==> src/rtl/gpu_command_decoder.sv <==
// Parses host command bytes into GPU engine requests and returns one response byte per command.
// Optional inter-byte timeout in the argument phase is enabled by defining CMD_TIMEOUT_EN.
module gpu_command_decoder #(
   parameter int WIDTH          = 320,
   parameter int HEIGHT         = 200,
   parameter int TIMEOUT_CYCLES = 1000000
) (
   input  logic       clk,
   input  logic       rst_n,
   input  logic [7:0] rx_data,
   input  logic       rx_valid,
   output logic       rx_ready,
   output logic [7:0] tx_data,
   output logic       tx_valid,
   input  logic       tx_ready,
   output logic [8:0] X1,
   output logic [7:0] Y1,
   output logic [8:0] X2,
   output logic [7:0] Y2,
   output logic [8:0] op_x_width,
   output logic [7:0] op_y_height,
   output logic       fill_value,
   output logic [7:0] write_ram_byte,
   output logic       start_fill,
   output logic       start_blit,
   output logic       start_ram_read,
   output logic       start_ram_write,
   input  logic       gpu_busy,
   input  logic       gpu_error,
   input  logic [7:0] gpu_ram_byte,
   input  logic       gpu_ram_byte_ready
);
   typedef enum logic [2:0] {S_IDLE, S_ARGS, S_ISSUE, S_WAIT_DONE, S_RESP} state_t;
   typedef enum logic [1:0] {OP_FILL, OP_BLIT, OP_READ, OP_WRITE} op_t;

   localparam logic [9:0] WIDTH_L  = 10'(WIDTH);
   localparam logic [8:0] HEIGHT_L = 9'(HEIGHT);

   if (TIMEOUT_CYCLES < 2) begin : g_bad_timeout
      $error("TIMEOUT_CYCLES must be at least 2");
   end

   state_t     state_q, state_d;
   op_t        op_q, op_d;
   logic [3:0] arg_idx_q, arg_idx_d;
   logic [3:0] last_q, last_d;
   logic [8:0] x1_q, x1_d, x2_q, x2_d, w_q, w_d;
   logic [7:0] y1_q, y1_d, y2_q, y2_d, h_q, h_d;
   logic       fv_q, fv_d;
   logic [7:0] wrb_q, wrb_d;
   logic [7:0] tx_data_q, tx_data_d;
   logic       accept;
   logic       range_err;
`ifdef CMD_TIMEOUT_EN
   localparam logic [31:0] TO_LAST = 32'(TIMEOUT_CYCLES - 1);
   logic [31:0] to_cnt_q, to_cnt_d;
`endif

   // Gated by rst_n so every output reads 0 while reset is held.
   assign rx_ready = rst_n && ((state_q == S_IDLE) || (state_q == S_ARGS));
   assign accept   = rx_valid && rx_ready;

   // Engine reports coordinate errors itself; this pre-check guarantees the 0x01 response either way.
   assign range_err = ({1'b0, x1_q} > WIDTH_L) || ({1'b0, y1_q} > HEIGHT_L) ||
                      ((op_q == OP_BLIT) && (({1'b0, x2_q} > WIDTH_L) || ({1'b0, y2_q} > HEIGHT_L)));

   always_comb begin
      state_d   = state_q;
      op_d      = op_q;
      arg_idx_d = arg_idx_q;
      last_d    = last_q;
      x1_d      = x1_q;
      y1_d      = y1_q;
      x2_d      = x2_q;
      y2_d      = y2_q;
      w_d       = w_q;
      h_d       = h_q;
      fv_d      = fv_q;
      wrb_d     = wrb_q;
      tx_data_d = tx_data_q;
`ifdef CMD_TIMEOUT_EN
      to_cnt_d  = to_cnt_q;
`endif
      case (state_q)
         S_IDLE: begin
            arg_idx_d = 4'd0;
`ifdef CMD_TIMEOUT_EN
            to_cnt_d  = 32'd0;
`endif
            if (accept) begin
               state_d = S_ARGS;
               case (rx_data)
                  8'h01: begin op_d = OP_FILL;  last_d = 4'd6; end
                  8'h02: begin op_d = OP_BLIT;  last_d = 4'd8; end
                  8'h03: begin op_d = OP_READ;  last_d = 4'd2; end
                  8'h04: begin op_d = OP_WRITE; last_d = 4'd3; end
                  default: begin
                     tx_data_d = 8'hFF;
                     state_d   = S_RESP;
                  end
               endcase
            end
         end
         S_ARGS: begin
            if (accept) begin
               arg_idx_d = arg_idx_q + 4'd1;
`ifdef CMD_TIMEOUT_EN
               to_cnt_d  = 32'd0;
`endif
               case (arg_idx_q)
                  4'd0: x1_d[7:0] = rx_data;
                  4'd1: x1_d[8]   = rx_data[0];
                  4'd2: y1_d      = rx_data;
                  default: begin
                     case (op_q)
                        OP_FILL: begin
                           case (arg_idx_q)
                              4'd3:    w_d[7:0] = rx_data;
                              4'd4:    w_d[8]   = rx_data[0];
                              4'd5:    h_d      = rx_data;
                              default: fv_d     = rx_data[0];
                           endcase
                        end
                        OP_BLIT: begin
                           case (arg_idx_q)
                              4'd3:    x2_d[7:0] = rx_data;
                              4'd4:    x2_d[8]   = rx_data[0];
                              4'd5:    y2_d      = rx_data;
                              4'd6:    w_d[7:0]  = rx_data;
                              4'd7:    w_d[8]    = rx_data[0];
                              default: h_d       = rx_data;
                           endcase
                        end
                        OP_WRITE: wrb_d = rx_data;
                        default: ;
                     endcase
                  end
               endcase
               if (arg_idx_q == last_q) state_d = S_ISSUE;
            end
`ifdef CMD_TIMEOUT_EN
            else if (to_cnt_q == TO_LAST) begin
               tx_data_d = 8'hFE;
               state_d   = S_RESP;
            end else begin
               to_cnt_d = to_cnt_q + 32'd1;
            end
`endif
         end
         S_ISSUE: state_d = S_WAIT_DONE;
         S_WAIT_DONE: begin
            if (op_q == OP_READ) begin
               if (gpu_ram_byte_ready) begin
                  tx_data_d = gpu_ram_byte;
                  state_d   = S_RESP;
               end
            end else if (!gpu_busy) begin
               tx_data_d = (op_q == OP_WRITE) ? 8'h00 : {7'b0, gpu_error | range_err};
               state_d   = S_RESP;
            end
         end
         S_RESP: begin
            if (tx_ready) state_d = S_IDLE;
         end
         default: state_d = S_IDLE;
      endcase
   end

   always_ff @(posedge clk or negedge rst_n) begin
      if (!rst_n) begin
         state_q   <= S_IDLE;
         op_q      <= OP_FILL;
         arg_idx_q <= 4'd0;
         last_q    <= 4'd0;
         x1_q      <= 9'd0;
         y1_q      <= 8'd0;
         x2_q      <= 9'd0;
         y2_q      <= 8'd0;
         w_q       <= 9'd0;
         h_q       <= 8'd0;
         fv_q      <= 1'b0;
         wrb_q     <= 8'd0;
         tx_data_q <= 8'd0;
`ifdef CMD_TIMEOUT_EN
         to_cnt_q  <= 32'd0;
`endif
      end else begin
         state_q   <= state_d;
         op_q      <= op_d;
         arg_idx_q <= arg_idx_d;
         last_q    <= last_d;
         x1_q      <= x1_d;
         y1_q      <= y1_d;
         x2_q      <= x2_d;
         y2_q      <= y2_d;
         w_q       <= w_d;
         h_q       <= h_d;
         fv_q      <= fv_d;
         wrb_q     <= wrb_d;
         tx_data_q <= tx_data_d;
`ifdef CMD_TIMEOUT_EN
         to_cnt_q  <= to_cnt_d;
`endif
      end
   end

   // Starts decode straight from state so reset removes them without waiting for a clock.
   assign start_fill      = (state_q == S_ISSUE) && (op_q == OP_FILL);
   assign start_blit      = (state_q == S_ISSUE) && (op_q == OP_BLIT);
   assign start_ram_read  = (state_q == S_ISSUE) && (op_q == OP_READ);
   assign start_ram_write = (state_q == S_ISSUE) && (op_q == OP_WRITE);

   assign tx_valid       = (state_q == S_RESP);
   assign tx_data        = tx_data_q;
   assign X1             = x1_q;
   assign Y1             = y1_q;
   assign X2             = x2_q;
   assign Y2             = y2_q;
   assign op_x_width     = w_q;
   assign op_y_height    = h_q;
   assign fill_value     = fv_q;
   assign write_ram_byte = wrb_q;
endmodule

==> config.mk <==
export PLATFORM = sky130hd
export DESIGN_NAME = gpu_command_decoder
export DESIGN_NICKNAME = d
export VERILOG_FILES = /design/src/rtl/gpu_command_decoder.sv
export SDC_FILE = /design/constraint.sdc
export NUM_CORES = 1
export LEC_CHECK = 0
export ABC_AREA = 1
export CORE_UTILIZATION = 50
export CTS_CLUSTER_DIAMETER = 50
export DETAILED_ROUTE_END_ITERATION = 8
export HOLD_SLACK_MARGIN = 0.05
export PLACE_DENSITY = 0.83
export SLEW_MARGIN = 20
export SYNTH_ARGS = -nofsm -noshare
export SYNTH_HDL_FRONTEND = slang
export SYNTH_SLANG_ARGS = --single-unit
==> constraint.sdc <==
create_clock -name clk -period 1.8 [get_ports clk]
set_input_delay 0.36 -clock clk [delete_from_list [all_inputs] [get_ports clk]]
set_output_delay 0.36 -clock clk [all_outputs]
set_load 0.03 [all_outputs]
; Word-level counts from Yosys, hierarchy flattened
; Cells that the tools add are included.
[op_classes]
n_addsub = 1
n_eq_ne = 32
order_cmp = 4
n_mux = 28
bitwise = 3
reduce_logical = 37
[op_table]
columns = op, count
row1 = $mux W8, 9
row2 = $pmux W8 S2, 2
row3 = $reduce_and A5 Y1, 5
row4 = $mux W3, 8
row5 = $reduce_and A6 Y1, 4
row6 = $gt A9 B9 Y1 const B, 2
row7 = $pmux W9 S2, 1
row8 = $eq A4 B3 Y1 const B, 4
row9 = $eq A8 B2 Y1 const B, 2
row10 = $gt A8 B8 Y1 const B, 2
row11 = $pmux W4 S4, 1
row12 = $pmux W3 S5, 1
row13 = $ne A2 B1 Y1 const B, 7
row14 = $reduce_and A3 Y1, 4
row15 = $eq A4 B2 Y1 const B, 2
row16 = $eq A8 B1 Y1 const B, 1
row17 = $eq A8 B3 Y1 const B, 1
row18 = $ne A2 B2 Y1 const B, 4
row19 = $pmux W2 S4, 1
row20 = $pmux W4 S2, 1
row21 = $logic_and A1 B1 Y1, 7
row22 = $eq A3 B2 Y1 const B, 2
row23 = $ne A3 B3 Y1 const B, 2
row24 = $reduce_bool A2 Y1, 3
row25 = other kinds (21), 29
[word_totals]
register_bits = 81
elab_cells = 121
output_inout_bits = 74

; Longest topological paths before layout
[depth]
word_depth = 9
depth_mapped = 11
depth_no_buf = 11

; Worst setup path after synthesis
; Ideal clock, no wire load.
[synth_path]
path_kind = flip-flop to output port
startpoint = register op_q[1]
endpoint = output start_fill
required_time_ps = 1440
path_stages_with_launch = 4
n_path_buf = 2
path_slack_ps = 4
arrival_time_ps = 1436
cell_sequence = dfrtp_1 -> buf_2 -> clkbuf_1 -> nor3_1
[synth_via]
elab_chain_len = 2
[synth_lines]
columns = element, line_no
row1 = from (decl), 44  ; op_t op_q, op_d;
row2 = from (signal assigned), 189  ; op_q <= op_d;
row3 = $logic_not A2 Y1, 208  ; assign start_fill = (state_q == S_ISSUE) && (op_q == OP_FILL);
row4 = $logic_and A1 B1 Y1, 208
row5 = to (decl), 24  ; output logic start_fill,
; Every way passes these cells.

; Worst setup path after layout
[layout_path]
startpoint = register h_q[4], in the netlist op_y_height[4]
endpoint = output op_y_height[4]
[layout_lines]
columns = element, line_no
row1 = from (decl), 48  ; logic [7:0] y1_q, y1_d, y2_q, y2_d, h_q, h_d;
row2 = from (signal assigned), 180  ; h_q <= 8'd0;
row3 = from (signal assigned), 197  ; h_q <= h_d;
row4 = to (decl), 21  ; output logic [7:0] op_y_height,
; No word-level cell between the ends.

==> results by group <==
Floorplanning
  • Die ar.: 0.00840 sq mm
  • Core Rows: 32
  • Die height: around 92 microns
  • Core area: 0.00777 sq mm
  • Die width: 91.7 microns
  • I/O Pins: 97
  • Starting Density: 51.7%

Routing
  • DRT Pass-1 Iters: 4
  • Avg WL per Cell: around 15 microns
  • Vias: 3658
  • Vias per inst: 5.24
  • Routed wire length: between 10000 and 15000 microns
  • Post-route ant nets: 0
  • Residual DRC count: 0
  • Initial drt markers: 241

Setup path
  • Critical path endpoint category: output port
  • CP max FO: 2
  • Cell family with the largest share of critical-path delay: buffers and inverters
  • Crit path buffers/inverters: 1
  • Worst reg-to-reg path cell count: 9
  • Stages on worst setup path: 1
  • Critical Path, Cell by Cell: clkdlybuf4s50_1
  • Startpoint class of the critical path: flop
  • Max incr delay on CP: a little over 0.7 ns
  • Critical path's slowest cell: clkdlybuf4s50_1
  • WP data required: 1.44 ns
  • Crit Path Class: reg -> out
  • Crit path DAT: 1.42 ns

Yosys
  • Post-synthesis simple-gate area fraction: 27.3%
  • Post-synthesis adder-cell area fraction: 1.25%
  • Sequential fraction of the synthesis area: 50.4%
  • Async SR Flop Fraction: 100%
  • Syn nets: roughly 490
  • Post-Synth XOR/XNOR Area: 1.31%
  • Multiplexer share of the synthesized area: 0%
  • #FFs+latches synth: 81
  • Gate Count Post-Synth: 460
  • Post-synthesis compound-gate area fraction: between 10% and 20%
  • Main synth FF type: dfrtp_1
  • Total of warnings raised by yosys: 0
  • Post-synthesis cell type count: 35
  • Netlist Area Pre-Place: ~0.004 sq mm
  • Largest family of logic cells by synthesized area: simple AND/OR/NAND/NOR gates
  • Post-Syn Area per Cell: between 8 and 9 sq um
  • EDFF count, synth: 0

Timing
  • Hold slack: 0.175 ns
  • Tmin final: 1.78 ns
  • F_max: 0.562 GHz
  • Ratio of final minimum period to clock period: 98.8%
  • Max transition margin: about half
  • Worst Skew: 0.0128 ns
  • Final hold viol count: 0
  • Final Setup Violations: 0
  • Setup TNS: 0 ns
  • Final slew viol count: 0
  • Slew @ Worst Pin: 0.726 ns

Worst hold path
  • Worst hold path type: in -> async

Global route
  • Total GRT Usage: ~25%
  • Maximum number of pins on one net before global-route repair: 82
  • Global-route wire length before repair: 16400 microns
  • GRT overflow: 0
  • Vias in the first global route: approximately 3400
  • Initial antenna violation count: 0

Layout
  • Design area: 0.00564 sq mm
  • N_diodes: 0
  • # fillers: between 500 and 600
  • Final Instance Count excl. Fillers: 698
  • Layout area overhead: 40.3%
  • Final #Nets: 620
  • Ratio of cells with drive above 1 in the final layout: 19.5%

Placed design
  • Placed cell area: between 0.005 and 0.006 sq mm
  • PortBufs: 96
  • Inst Count DP: 675
  • Final HPWL DP: between 7000 and 8000 microns
  • Gpl congestion: 0.848

Job
  • Total of max-cap violations: 0

Power and ir drop
  • Leak: 0.00298 uW
  • PwrDens: 1050 mW/mm^2
  • Max VDD drop: between 0.0009 and 0.001 V

CTS
  • TritonCTS clock tree: built
  • CTS root buffer: clkbuf_8
  • CTS Sinks: 81
  • Worst-path clk slew: 0.08 ns
  • H-tree depth: 3
  • Worst-Skew Late Latency: approximately 0.35 ns
  • Post-CTS Hold Fix Bufs: 0
  • CTS buffer count: 9
  • Clock Path Buffers: 2

Status
  • Status: finished clean
-- Yosys cell counts (2+ instances only) --
cell type	n	area, sq um
o21ai_1	30	150
nor3_1	5	25.0
inv_2	5	18.8
nand2_2	3	18.8
clkbuf_1	2	7.51
nor2_4	4	45.0
or2_2	2	12.5
a21oi_1	10	50.1
dfrtp_1	81	2030
nand3_1	27	135
o21a_1	4	30.0
nor2_1	30	113
xor2_1	2	17.5
nor3_4	2	32.5
buf_2	3	15.0
nand4_4	2	42.5
nand3_4	3	52.6
o21ai_0	20	100
nor2_8	2	40.0
xnor2_1	4	35.0
ha_1	4	50.1
inv_1	42	158
buf_6	6	67.6
nand4_1	6	37.5
nand2_1	134	503
o21ai_2	17	149
nor2_2	2	12.5
-- cells by family (layout without fill, tap and decap cells) --
| family | count (synthesis) | in the layout |
|---|---|---|
| simple gates | 225 | 226 |
| compound gates | 83 | 83 |
| flops | 81 | 81 |
| buf+inv | 61 | 196 |
| xor+xnor | 6 | 6 |
| fa+ha+maj | 4 | 4 |
-- timing repair --
action                                  4_1_cts  5_1_grt
setup buffers                                 5        3
pin swaps                                     1        4
cloned                                        0        1
endpoints found under the setup margin       11       71
resized for setup                             9       37
-- power breakdown --
part / internal (uW) / leakage (uW) / switching, uW
clock: 625 / 0.0000872 / 638
sequential: 2070 / 0.00105 / 214
combinational: 929 / 0.00185 / 1450
total: 3620 / 0.00298 / 2300
-- per-layer routing --
metal	share of wire, %	wire [microns]	global-route usage, %	vias to the layer above
li1	-	-	-	1756
met1	42	4390	33.9	1759
met2	51	5310	41.4	123
met3	5.3	559	4.31	20
met4	2.3	238	10.2	0
met5	0	0	0	-
-- final cells by class --
| type | instances | area [sq um] | area share (%) |
|---|---|---|---|
| Clock buffer | 9 | 124 | 2.20 |
| Clock inverter | 5 | 58.8 | 1.04 |
| Inverter | 49 | 196 | 3.48 |
| Multi-Input combinational cell | 319 | 1770 | 31.4 |
| Sequential cell | 81 | 2030 | 36.0 |
| Tap cell | 102 | 128 | 2.26 |
| Timing Repair Buffer | 133 | 1330 | 23.7 |
-- registers in the layout, indices dropped and copies added (netlist names), 2 cells and up --
register / flops
tx_data: 8
last_q: 4
Y2: 8
arg_idx_q: 4
Y1: 8
write_ram_byte: 8
op_q: 2
state_q: 3
X2: 9
X1: 9
op_x_width: 9
op_y_height: 8
-- cell usage in the layout, fill, tap and decap left out, types with 2 or more instances in the layout --
| cell type | n |
|---|---|
| dfrtp_1 | 79 |
| o21ai_2 | 18 |
| dlymetal6s2s_1 | 22 |
| nor2_4 | 5 |
| dlygate4sd2_1 | 7 |
| nand2_2 | 4 |
| or2_2 | 2 |
| clkdlybuf4s50_1 | 60 |
| nand4_1 | 6 |
| buf_4 | 38 |
| nor2_8 | 2 |
| inv_2 | 6 |
| nand4_4 | 3 |
| clkbuf_8 | 9 |
| o21a_1 | 4 |
| o21ai_1 | 29 |
| inv_1 | 40 |
| xor2_1 | 2 |
| nand3_1 | 26 |
| nor3_2 | 3 |
| o21ai_0 | 19 |
| nor3_1 | 3 |
| nor3_4 | 2 |
| nor2_1 | 30 |
| xnor2_1 | 4 |
| ha_1 | 4 |
| buf_12 | 5 |
| dfrtp_2 | 2 |
| clkinv_4 | 2 |
| clkinvlp_4 | 2 |
| nand2_1 | 133 |
| nand3_4 | 4 |
| a21oi_1 | 10 |
-- stage by stage --
step	util, %	power (uW)	worst slack (ns)
2_1_floorplan	-	3660	0.00360
3_3_place_gp	67.7	4520	-0.158
3_5_place_dp	67.7	4570	-0.265
4_1_cts	70.5	5860	0.00103
5_1_grt	72.6	6250	-0.00913
6_report	72.6	5920	0.0222
-- worst paths after layout --
| kind | start | end | slack, ns |
|---|---|---|---|
| hold / removal | rst_n | last_q[1] | 0.17 |
| min in group clk | tx_data[7] | tx_data[7] | 0.48 |
| hold reg to reg | tx_data[7] | tx_data[7] | 0.48 |
| setup reg to reg | arg_idx_q[0] | write_ram_byte[2] | 0.11 |
| setup / recovery | op_y_height[4] | op_y_height[4] | 0.02 |
| max in group asynchronous | rst_n | Y1[3] | 1.11 |
(Power assumes the default switching activity.)
